**config.mk**
```make
export PLATFORM = sky130hd
export DESIGN_NAME = vpe_bias_act_pipe
export DESIGN_NICKNAME = d
export VERILOG_FILES = /design/src/rtl/vpe_bias_act_pipe.sv
export SDC_FILE = /design/constraint.sdc
export NUM_CORES = 2
export LEC_CHECK = 0
export BUFFER_PORTS_ARGS = -buffer_cell sky130_fd_sc_hd__clkbuf_2
export CORE_MARGIN = 2
export CORE_UTILIZATION = 50
export DETAILED_ROUTE_END_ITERATION = 12
export GPL_TIMING_DRIVEN = 0
export HOLD_SLACK_MARGIN = 0.1
export PLACE_DENSITY = 0.68
export SYNTH_ARGS = -nofsm -noshare
export SYNTH_HDL_FRONTEND = slang
export SYNTH_SLANG_ARGS = --single-unit
```
**constraint.sdc**
```tcl
create_clock -name clk -period 9.42 [get_ports clk]
set_clock_uncertainty 0.05 [all_clocks]
set_input_delay 0.471 -clock clk [delete_from_list [all_inputs] [get_ports clk]]
set_output_delay 0.471 -clock clk [all_outputs]
set_load 0.05 [all_outputs]
```
**src/rtl/vpe_bias_act_pipe.sv**
```systemverilog
// Two-stage bias-add / round-shift / saturate / ReLU pipeline for VPE lanes.
// Stage 1 registers the biased sum per lane; stage 2 post-processes it into the output register.

module vpe_bap_lane #(
  parameter int DATA_W  = 8,
  parameter int SHIFT_W = 3,
  parameter int SYM_SAT = 1
) (
  input  logic [DATA_W:0]    sum,
  input  logic [DATA_W-1:0]  raw,
  input  logic [1:0]         mode,
  input  logic [SHIFT_W-1:0] shift,
  output logic [DATA_W-1:0]  res,
  output logic               clamp
);
  localparam int RW   = DATA_W + 2;
  localparam int MAXI = 2**(DATA_W-1) - 1;
  localparam int MINI = (SYM_SAT != 0) ? -MAXI : -MAXI - 1;
  localparam logic signed [RW-1:0] MAX_V = RW'(MAXI);
  localparam logic signed [RW-1:0] MIN_V = RW'(MINI);

  logic signed [RW-1:0] ext, rnd, r, sat;

  always_comb begin
    ext   = {sum[DATA_W], sum[DATA_W], sum};
    rnd   = RW'(1) << (shift - 1'b1);
    r     = (shift == '0) ? ext : ((ext + rnd) >>> shift);
    sat   = r;
    clamp = 1'b0;
    if (r > MAX_V) begin
      sat   = MAX_V;
      clamp = 1'b1;
    end else if (r < MIN_V) begin
      sat   = MIN_V;
      clamp = 1'b1;
    end
    res = sat[DATA_W-1:0];
    // ReLU zeroing happens after the clamp decision, so it never counts as a clamp
    if (mode[1] && sat[RW-1]) res = '0;
    if (mode == 2'b00) begin
      res   = raw;
      clamp = 1'b0;
    end
  end
endmodule

module vpe_bias_act_pipe #(
  parameter  int LANES      = 8,
  parameter  int DATA_W     = 8,
  parameter  int BIAS_DEPTH = 4,
  parameter  int SHIFT_W    = 3,
  parameter  int SYM_SAT    = 1,
  parameter  int CNT_W      = 16,
  localparam int SEL_W      = $clog2(BIAS_DEPTH)
) (
  input  logic                    clk,
  input  logic                    rst,
  input  logic [LANES*DATA_W-1:0] i_data,
  input  logic                    i_data_v,
  output logic                    o_data_rdy,
  input  logic [1:0]              i_mode,
  input  logic [SHIFT_W-1:0]      i_shift,
  input  logic [SEL_W-1:0]        i_bias_sel,
  input  logic [4:0]              i_rf_idx,
  input  logic [1:0]              i_rf_mux,
  input  logic                    i_bias_we,
  input  logic [SEL_W-1:0]        i_bias_addr,
  input  logic [LANES*DATA_W-1:0] i_bias_wdata,
  output logic [LANES*DATA_W-1:0] o_data,
  output logic                    o_data_v,
  input  logic                    i_out_rdy,
  output logic [4:0]              o_rf_idx,
  output logic [1:0]              o_rf_mux,
  output logic                    o_en_relu,
  output logic [CNT_W-1:0]        o_sat_cnt,
  input  logic                    i_sat_clr
);
  logic [2:1] vld_pipe_q, vld_pipe_d;
  logic [LANES-1:0][DATA_W:0]   s1_sum_q, s1_sum_d;
  logic [LANES-1:0][DATA_W-1:0] s1_raw_q, s1_raw_d;
  logic [1:0]         s1_mode_q, s1_mode_d;
  logic [SHIFT_W-1:0] s1_shift_q, s1_shift_d;
  logic [4:0]         s1_idx_q, s1_idx_d;
  logic [1:0]         s1_mux_q, s1_mux_d;
  logic [LANES-1:0][DATA_W-1:0] out_data_q, out_data_d;
  logic [4:0]         out_idx_q, out_idx_d;
  logic [1:0]         out_mux_q, out_mux_d;
  logic               out_relu_q, out_relu_d;
  logic [CNT_W-1:0]   sat_cnt_q, sat_cnt_d;
  logic [BIAS_DEPTH-1:0][LANES-1:0][DATA_W-1:0] bias_q, bias_d;

  logic [LANES-1:0][DATA_W-1:0] in_lane, bias_lane, lane_res;
  logic [LANES-1:0]             lane_clamp;
  logic [CNT_W:0]               pop, cnt_sum;
  logic                         s1_load, s2_load;

  assign in_lane   = i_data;
  assign bias_lane = bias_q[i_bias_sel];

  for (genvar g = 0; g < LANES; g++) begin : g_lane
    vpe_bap_lane #(.DATA_W(DATA_W), .SHIFT_W(SHIFT_W), .SYM_SAT(SYM_SAT)) u_lane (
      .sum   (s1_sum_q[g]),
      .raw   (s1_raw_q[g]),
      .mode  (s1_mode_q),
      .shift (s1_shift_q),
      .res   (lane_res[g]),
      .clamp (lane_clamp[g])
    );
  end

  assign s2_load    = vld_pipe_q[1] & (~vld_pipe_q[2] | i_out_rdy);
  assign o_data_rdy = ~vld_pipe_q[1] | s2_load;
  assign s1_load    = i_data_v & o_data_rdy;

  always_comb begin
    vld_pipe_d = vld_pipe_q;
    s1_sum_d   = s1_sum_q;
    s1_raw_d   = s1_raw_q;
    s1_mode_d  = s1_mode_q;
    s1_shift_d = s1_shift_q;
    s1_idx_d   = s1_idx_q;
    s1_mux_d   = s1_mux_q;
    out_data_d = out_data_q;
    out_idx_d  = out_idx_q;
    out_mux_d  = out_mux_q;
    out_relu_d = out_relu_q;
    sat_cnt_d  = sat_cnt_q;
    bias_d     = bias_q;
    pop        = '0;
    cnt_sum    = '0;

    vld_pipe_d[1] = s1_load | (vld_pipe_q[1] & ~s2_load);
    vld_pipe_d[2] = s2_load | (vld_pipe_q[2] & ~i_out_rdy);

    // Bias is read from the pre-write bank, so a same-cycle write is seen by later beats only
    if (s1_load) begin
      for (int i = 0; i < LANES; i++)
        s1_sum_d[i] = {in_lane[i][DATA_W-1], in_lane[i]} + {bias_lane[i][DATA_W-1], bias_lane[i]};
      s1_raw_d   = in_lane;
      s1_mode_d  = i_mode;
      s1_shift_d = i_shift;
      s1_idx_d   = i_rf_idx;
      s1_mux_d   = i_rf_mux;
    end

    for (int i = 0; i < LANES; i++) pop = pop + (CNT_W+1)'(lane_clamp[i]);

    if (s2_load) begin
      out_data_d = lane_res;
      out_idx_d  = s1_idx_q;
      out_mux_d  = s1_mux_q;
      out_relu_d = s1_mode_q[1];
      cnt_sum    = {1'b0, sat_cnt_q} + pop;
      sat_cnt_d  = cnt_sum[CNT_W] ? '1 : cnt_sum[CNT_W-1:0];
    end
    if (i_sat_clr) sat_cnt_d = '0;

    if (i_bias_we) bias_d[i_bias_addr] = i_bias_wdata;
  end

  always_ff @(posedge clk) begin
    if (rst) begin
      vld_pipe_q <= '0;
      s1_sum_q   <= '0;
      s1_raw_q   <= '0;
      s1_mode_q  <= '0;
      s1_shift_q <= '0;
      s1_idx_q   <= '0;
      s1_mux_q   <= '0;
      out_data_q <= '0;
      out_idx_q  <= '0;
      out_mux_q  <= '0;
      out_relu_q <= 1'b0;
      sat_cnt_q  <= '0;
      bias_q     <= '0;
    end else begin
      vld_pipe_q <= vld_pipe_d;
      s1_sum_q   <= s1_sum_d;
      s1_raw_q   <= s1_raw_d;
      s1_mode_q  <= s1_mode_d;
      s1_shift_q <= s1_shift_d;
      s1_idx_q   <= s1_idx_d;
      s1_mux_q   <= s1_mux_d;
      out_data_q <= out_data_d;
      out_idx_q  <= out_idx_d;
      out_mux_q  <= out_mux_d;
      out_relu_q <= out_relu_d;
      sat_cnt_q  <= sat_cnt_d;
      bias_q     <= bias_d;
    end
  end

  assign o_data    = out_data_q;
  assign o_data_v  = vld_pipe_q[2];
  assign o_rf_idx  = out_idx_q;
  assign o_rf_mux  = out_mux_q;
  assign o_en_relu = out_relu_q;
  assign o_sat_cnt = sat_cnt_q;
endmodule

```
### Word-level counts from Yosys, hierarchy flattened

Index checks and enable logic that the tools add are counted.

| cells by class | value |
|---|---|
| add/subtract/negate cells | 25 |
| multiply operators | 0 |
| divide/modulo/power cells | 0 |
| magnitude comparators | 19 |
| equality and inequality tests | 0 |
| shifts and indexed selects | 9 |
| mux-type cells | 70 |
| bitwise logic cells | 12 |
| reduce and logical (&&, ||, !) cells | 12 |

Operators with widths:

| kind | count |
|---|---|
| 256-bit bitwise mux | 1 |
| 10-bit 2-to-1 mux | 24 |
| 64-bit binary-select mux with 2-bit select | 1 |
| 64-bit demux with 2-bit select | 1 |
| 64-bit 2-to-1 mux | 2 |
| 8-bit 2-to-1 mux | 16 |
| 9-bit by 10-bit adder with 10-bit output | 8 |
| 10-bit by 8-bit > comparator with 1-bit output, second input constant | 8 |
| 10-bit by 8-bit < comparator with 1-bit output, second input constant | 8 |
| 10-bit by 3-bit >>> shifter with 10-bit output | 8 |
| 8-bit by 8-bit adder with 9-bit output | 8 |
| 1-bit 2-to-1 mux | 24 |
| 16-bit by 8-bit adder with 17-bit output | 1 |
| 16-bit 2-to-1 mux | 1 |
| 1-bit by 3-bit << shifter with 10-bit output, first input constant | 1 |
| 1-bit logical AND | 9 |
| 7-bit by 1-bit adder with 8-bit output | 1 |
| 6-bit by 1-bit adder with 7-bit output | 1 |
| 5-bit by 1-bit adder with 6-bit output | 1 |
| 2-bit by 3-bit < comparator with 1-bit output, second input constant | 2 |
| 4-bit by 1-bit adder with 5-bit output | 1 |
| 3-bit by 1-bit adder with 4-bit output | 1 |
| 1-bit AND | 4 |
| 1-bit inverter | 4 |
| 8 further kinds | 11 |

| storage, ports and cells | value |
|---|---|
| register bits after elaboration | 494 |
| bits in latches | 0 |
| RAM bits | 0 |
| bits in read-only memories | 0 |
| input port bits | 150 |
| output and inout port bits | 90 |
| memories kept | 0 |

### Logic depth before layout (Yosys ltp)

| logic depth | value |
|---|---|
| depth in word-level cells | 18 |
| gate-level depth with buffers | 41 |
| gate-level depth less buffers | 35 |

### Hierarchy

A second synthesis with hierarchy kept.

| unflattened totals | value |
|---|---|
| cell total of the unflattened synthesis | 4,033 |
| area, all modules | 31,161.1 sq um |

By module, submodules not included:

| module | times used | cells each | area each (sq um) |
|---|---|---|---|
| vpe_bias_act_pipe | 1 | 2,569 | 21,446.8 |
| vpe_bap_lane at g_lane[2].u_lane ... | 4 | 190 | 1,239.9 |
| vpe_bap_lane at g_lane[0].u_lane ... | 4 | 176 | 1,188.6 |

### Least setup slack after synthesis

OpenSTA, ideal clock, no wires.

| path | value |
|---|---|
| path type | reg-to-reg |
| from | register s1_shift_q[1] |
| to | register sat_cnt_q[14] (netlist: o_sat_cnt[14]) |
| data arrival time | 8,309 ps |
| data required time | 9,244 ps |
| path slack | 935 ps |
| stages on the path, launching flop included | 41 |
| path buffers | 6 |
| clock period less this slack | 8,485 ps |
| path through | dfxtp_1 > buf_4 > buf_6 > buf_4 > buf_2 > buf_2 > buf_2 > nor2_1 > nand2_1 > inv_1 > ha_1 > ha_1 > nand2_1 > a21o_1 > and3_1 > o22ai_2 > xor2_1 > a22oi_1 > [5 not listed] > inv_1 > a21oi_1 > fa_1 > inv_1 > fa_1 > inv_1 > fa_1 > inv_1 > fa_1 > inv_1 > fa_1 > a21o_1 > a21oi_1 > nor2_1 > nand2_1 > or4_1 > mux2i_1 > nor2_1 |

| between the ends | value |
|---|---|
| longest elaborated chain between the ends | 18 |

RTL lines:

| item | RTL line | RTL |
|---|---|---|
| start, declared | 82 | `logic [SHIFT_W-1:0] s1_shift_q, s1_shift_d;` |
| start signal, assigned | 181 | `s1_shift_q <= s1_shift_d;` |
| 3-bit by 1-bit subtractor with 3-bit output | 26 | `rnd = RW'(1) << (shift - 1'b1);` |
| 1-bit by 3-bit << shifter with 10-bit output | 26 |  |
| 9-bit by 10-bit adder with 10-bit output | 27 | `r = (shift == '0) ? ext : ((ext + rnd) >>> shift);` |
| 10-bit by 3-bit >>> shifter with 10-bit output | 27 |  |
| 10-bit 2-to-1 mux | 27 |  |
| 10-bit by 8-bit < comparator with 1-bit output | 33 | `end else if (r < MIN_V) begin` |
| 1-bit 2-to-1 mux | 33 |  |
| 1-bit 2-to-1 mux | 30 | `if (r > MAX_V) begin` |
| [2 not listed] | n/a |  |
| 2-bit by 1-bit adder with 3-bit output | 146 | `for (int i = 0; i < LANES; i++) pop = pop + (CNT_W+1)'(lane_clamp[i]);` |
| 3-bit by 1-bit adder with 4-bit output | 146 |  |
| 4-bit by 1-bit adder with 5-bit output | 146 |  |
| 5-bit by 1-bit adder with 6-bit output | 146 |  |
| 6-bit by 1-bit adder with 7-bit output | 146 |  |
| 7-bit by 1-bit adder with 8-bit output (*) | 146 |  |
| 16-bit by 8-bit adder with 17-bit output (*) | 153 | `cnt_sum = {1'b0, sat_cnt_q} + pop;` |
| 16-bit 2-to-1 mux (*) | 154 | `sat_cnt_d = cnt_sum[CNT_W] ? '1 : cnt_sum[CNT_W-1:0];` |
| end signal, assigned | 188 | `sat_cnt_q <= sat_cnt_d;` |
| end, declared | 89 | `logic [CNT_W-1:0] sat_cnt_q, sat_cnt_d;` |

Mark *: on every way between the ends. The rest lies on a longest branch, timed or not.
A chain may end at the register's enable or synchronous reset.

### Worst setup path after layout

| path | value |
|---|---|
| from | register s1_shift_q[2] |
| to | register sat_cnt_q[14] (netlist: o_sat_cnt[14]) |

Same word-level chain as after synthesis.

==> summary.txt <==
Fmax: 0.110 GHz
Worst Tran Pin Value: 1.47 ns
I/O pins: 240
Routability cong.: 1.10
Worst EP arrival: 9.54 ns
Fin. Hold Viols: 0
Hold Worst Slack: 0.130 ns
Main synth FF type: dfxtp_1
Hold Startpoint: i_data[58]
Drc violations: 0
Ys async rst share: 0%
FF+latch count, synth: 494
Crit path time final: 9.08 ns
CP required: 9.89 ns
Cell Area, Synth: 30300 µm²
Placed cell area: 32500 µm²
CP endpoint kind: flop
Net count after synthesis: 4271
Largest stage delay, worst path: 0.55 ns
Largest net degree at the start of global routing: 20
Critical path launch point type: flop
Buffers added on ports: 234
CP max-delay cell: fa_1
Status: finished, final reports clean
Post-place setup slack: -2.22 ns
Register area share after synthesis: 32.6%
TritonCTS Sinks: 494
P&R area growth vs syn: 19.0%
Total global-route track usage: 45.5%
Via density: 6.41
Via Count: 33700
Height of the die: 250 µm
Initial antenna violation count: 5
Setup CP Type: reg -> reg
Layout cell share with drive strength beyond 1: 12.1%
RR Endpoint: o_sat_cnt[14]
DRT Wirelength: 147 mm
Reg2Reg Setup Slack: 0.34 ns
Launch point of the worst reg-to-reg path: s1_shift_q[2]
GR Layer Usage met2: 69.5%
TritonCTS Buffers: 54
CTS tree: yes
Unrepaired setup endpoints after global routing: no
Clock Path Buffers: 3
Power, Total: 6030 µW
Met1 GRT Util: 57.9%
Antenna viol nets, final: 0
Nets: 4703
CTS HTree Levels: 2
Global-route wire length before repair: 211 mm
VDD IR max: 204 µV
Slew Limit Fails: 0
Clock Latency Late Sink: 0.64 ns
Initial Util: 50.5%
Mapped Cells: 3998
Reg clk slew, reported paths: 0.06 ns
Core area: 60100 µm²
Post-DP HPWL: 109 mm
Final cell count without fillers: 5260
Met3 usage: 10.5%
Placed Cells: 5015
Std cell rows: 90
Final WS setup: 0.343 ns
Synth Area per Inst: 7.59 µm²
WHS Endpoint: s1_raw_q[58]
Crit-path max FO: 10
# Max-Cap Violations: 0
Initial drt markers: 4279
GR peak layer: met2
Die ar.: 62700 µm²
WL/cell: 28.0 µm
Design area: 36100 µm²
Drt pass-1 iters: 6
GRT Residual Overflow: 0
DIE WIDTH: 250 µm
Cell depth of the worst hold path: 3
HP Class: in -> reg
Synthesis Warnings: 0
Fill cells: 5592
EDFF count, synth: 0
Leak: 0.0139 µW
Worst R2R Path Depth: 38
Vias in the first global route: 31400
Pwr dens: 167 nW/µm²
Final setup fails: 0
Part of the cycle the worst path needs: 96.4%
Root buffer cell: clkbuf_16
Yosys cell types: 107
Max-Slew Margin vs Limit: 1.44%
## placed cells by master (no fill, tap or decap), types with 42 or more instances in the layout
cell type	count
a211oi_1	60
a21oi_1	614
clkbuf_1	255
clkbuf_16	55
clkbuf_2	238
dfxtp_1	494
dlygate4sd3_1	137
ha_1	106
inv_1	92
mux4_2	73
nand2_1	944
nor2_1	216
nor3_1	90
o21ai_0	142
xnor2_1	83
xor2_1	42
## kinds of logic after synthesis
group	after synthesis	share of synthesized area (%)
fa+ha+maj	124	5.43
mux	100	6.33
flops	494	32.6
buf+inv	423	5.61
xor+xnor	128	3.74
compound gates	1188	24.2
simple gates	1541	22.1
## through the flow
stage / TNS, ns / utilization, %
after floorplan: 0 / -
after global placement: -34.49 / 54.0
after detailed placement: -31.22 / 54.1
after CTS: 0 / 59.6
after global routing: 0 / 60.0
final: 0 / 60.0
## report_power, final
part | switching [µW] | internal, µW
Sequential | 89.9 | 2190
Clock | 963 | 1330
Combinational | 997 | 467
## worst max path at each step
| stage | cells after the start | to | slack (ns) | start |
|---|---|---|---|---|
| 2_1_floorplan | 40 | o_sat_cnt[14] | 0.93 | s1_shift_q[1] |
| 3_3_place_gp | 38 | o_sat_cnt[14] | -2.43 | s1_shift_q[2] |
| 3_5_place_dp | 38 | o_sat_cnt[14] | -2.22 | s1_shift_q[2] |
| 4_1_cts | 40 | o_sat_cnt[14] | 0.03 | s1_shift_q[1] |
| 5_1_grt | 39 | o_sat_cnt[14] | 0.04 | s1_shift_q[1] |
| 6_report | 38 | o_sat_cnt[14] | 0.34 | s1_shift_q[2] |
## registers in the layout, summed over array words and instances (netlist names)
name and cells:
s1_mux_q 2, s1_idx_q 5, o_data 64, s1_sum_q 72
o_rf_idx 5, s1_mode_q 2, s1_raw_q 64, bias_q 256
o_rf_mux 2, s1_shift_q 3, vld_pipe_q 2, o_en_relu 1
o_sat_cnt 16
## cells in the mapped netlist, drive strengths merged, types with 19 or more instances
cell type | count | area (µm²)
a211oi | 63 | 483
a21o | 33 | 248
a21oi | 615 | 3080
a221oi | 39 | 390
a31oi | 23 | 156
and2 | 20 | 125
and3 | 19 | 119
buf | 75 | 395
clkbuf | 251 | 943
dfxtp | 494 | 9890
ha | 110 | 1380
inv | 95 | 357
mux2i | 21 | 210
mux4 | 73 | 1640
nand2 | 948 | 3560
nand2b | 38 | 238
nand3 | 41 | 205
nor2 | 222 | 833
nor2b | 40 | 250
nor3 | 92 | 465
nor4 | 34 | 213
o211ai | 27 | 203
o21ai | 153 | 766
o21bai | 29 | 218
o22ai | 22 | 150
xnor2 | 84 | 743
xor2 | 44 | 393
## critical path, delay by kind of cell, from the launching register on
kind,cells,cell delay [ns]
compound gates,11,2.32
fa+ha+maj,7,2.79
buf+inv,11,1.73
flops,1,0.38
mux,1,0.17
simple gates,8,1.50
## per-layer routing
metal | share of wire, % | vias to the layer above
li1 | - | 14900
met4 | 7.7 | 4
met1 | 38 | 16000
met5 | 0.016 | -
met3 | 11 | 561
met2 | 43 | 2188
## repair_timing
action                                  4_1_cts  5_1_grt
gates resized for setup                      27       55
hold endpoints to repair                    321        0
cloned                                        0        0
endpoints found under the setup margin       16       16
hold buffers                                137        0
setup buffers                                 2        5
pin swaps                                     1        4
## layout make-up
class                      count  area [µm²]  area share [%]
clock inverter                18         282           0.780
buffer                       323        1410            3.90
timing repair buffer         379        2610            7.24
inverter                      97         372            1.03
multi-input combinational   3081       18900            52.4
antenna                        5        12.5          0.0347
tap                          782         978            2.71
sequential                   494        9890            27.4
clock buffer                  81        1610            4.47
Note: power is estimated with default switching activity, not from simulation.
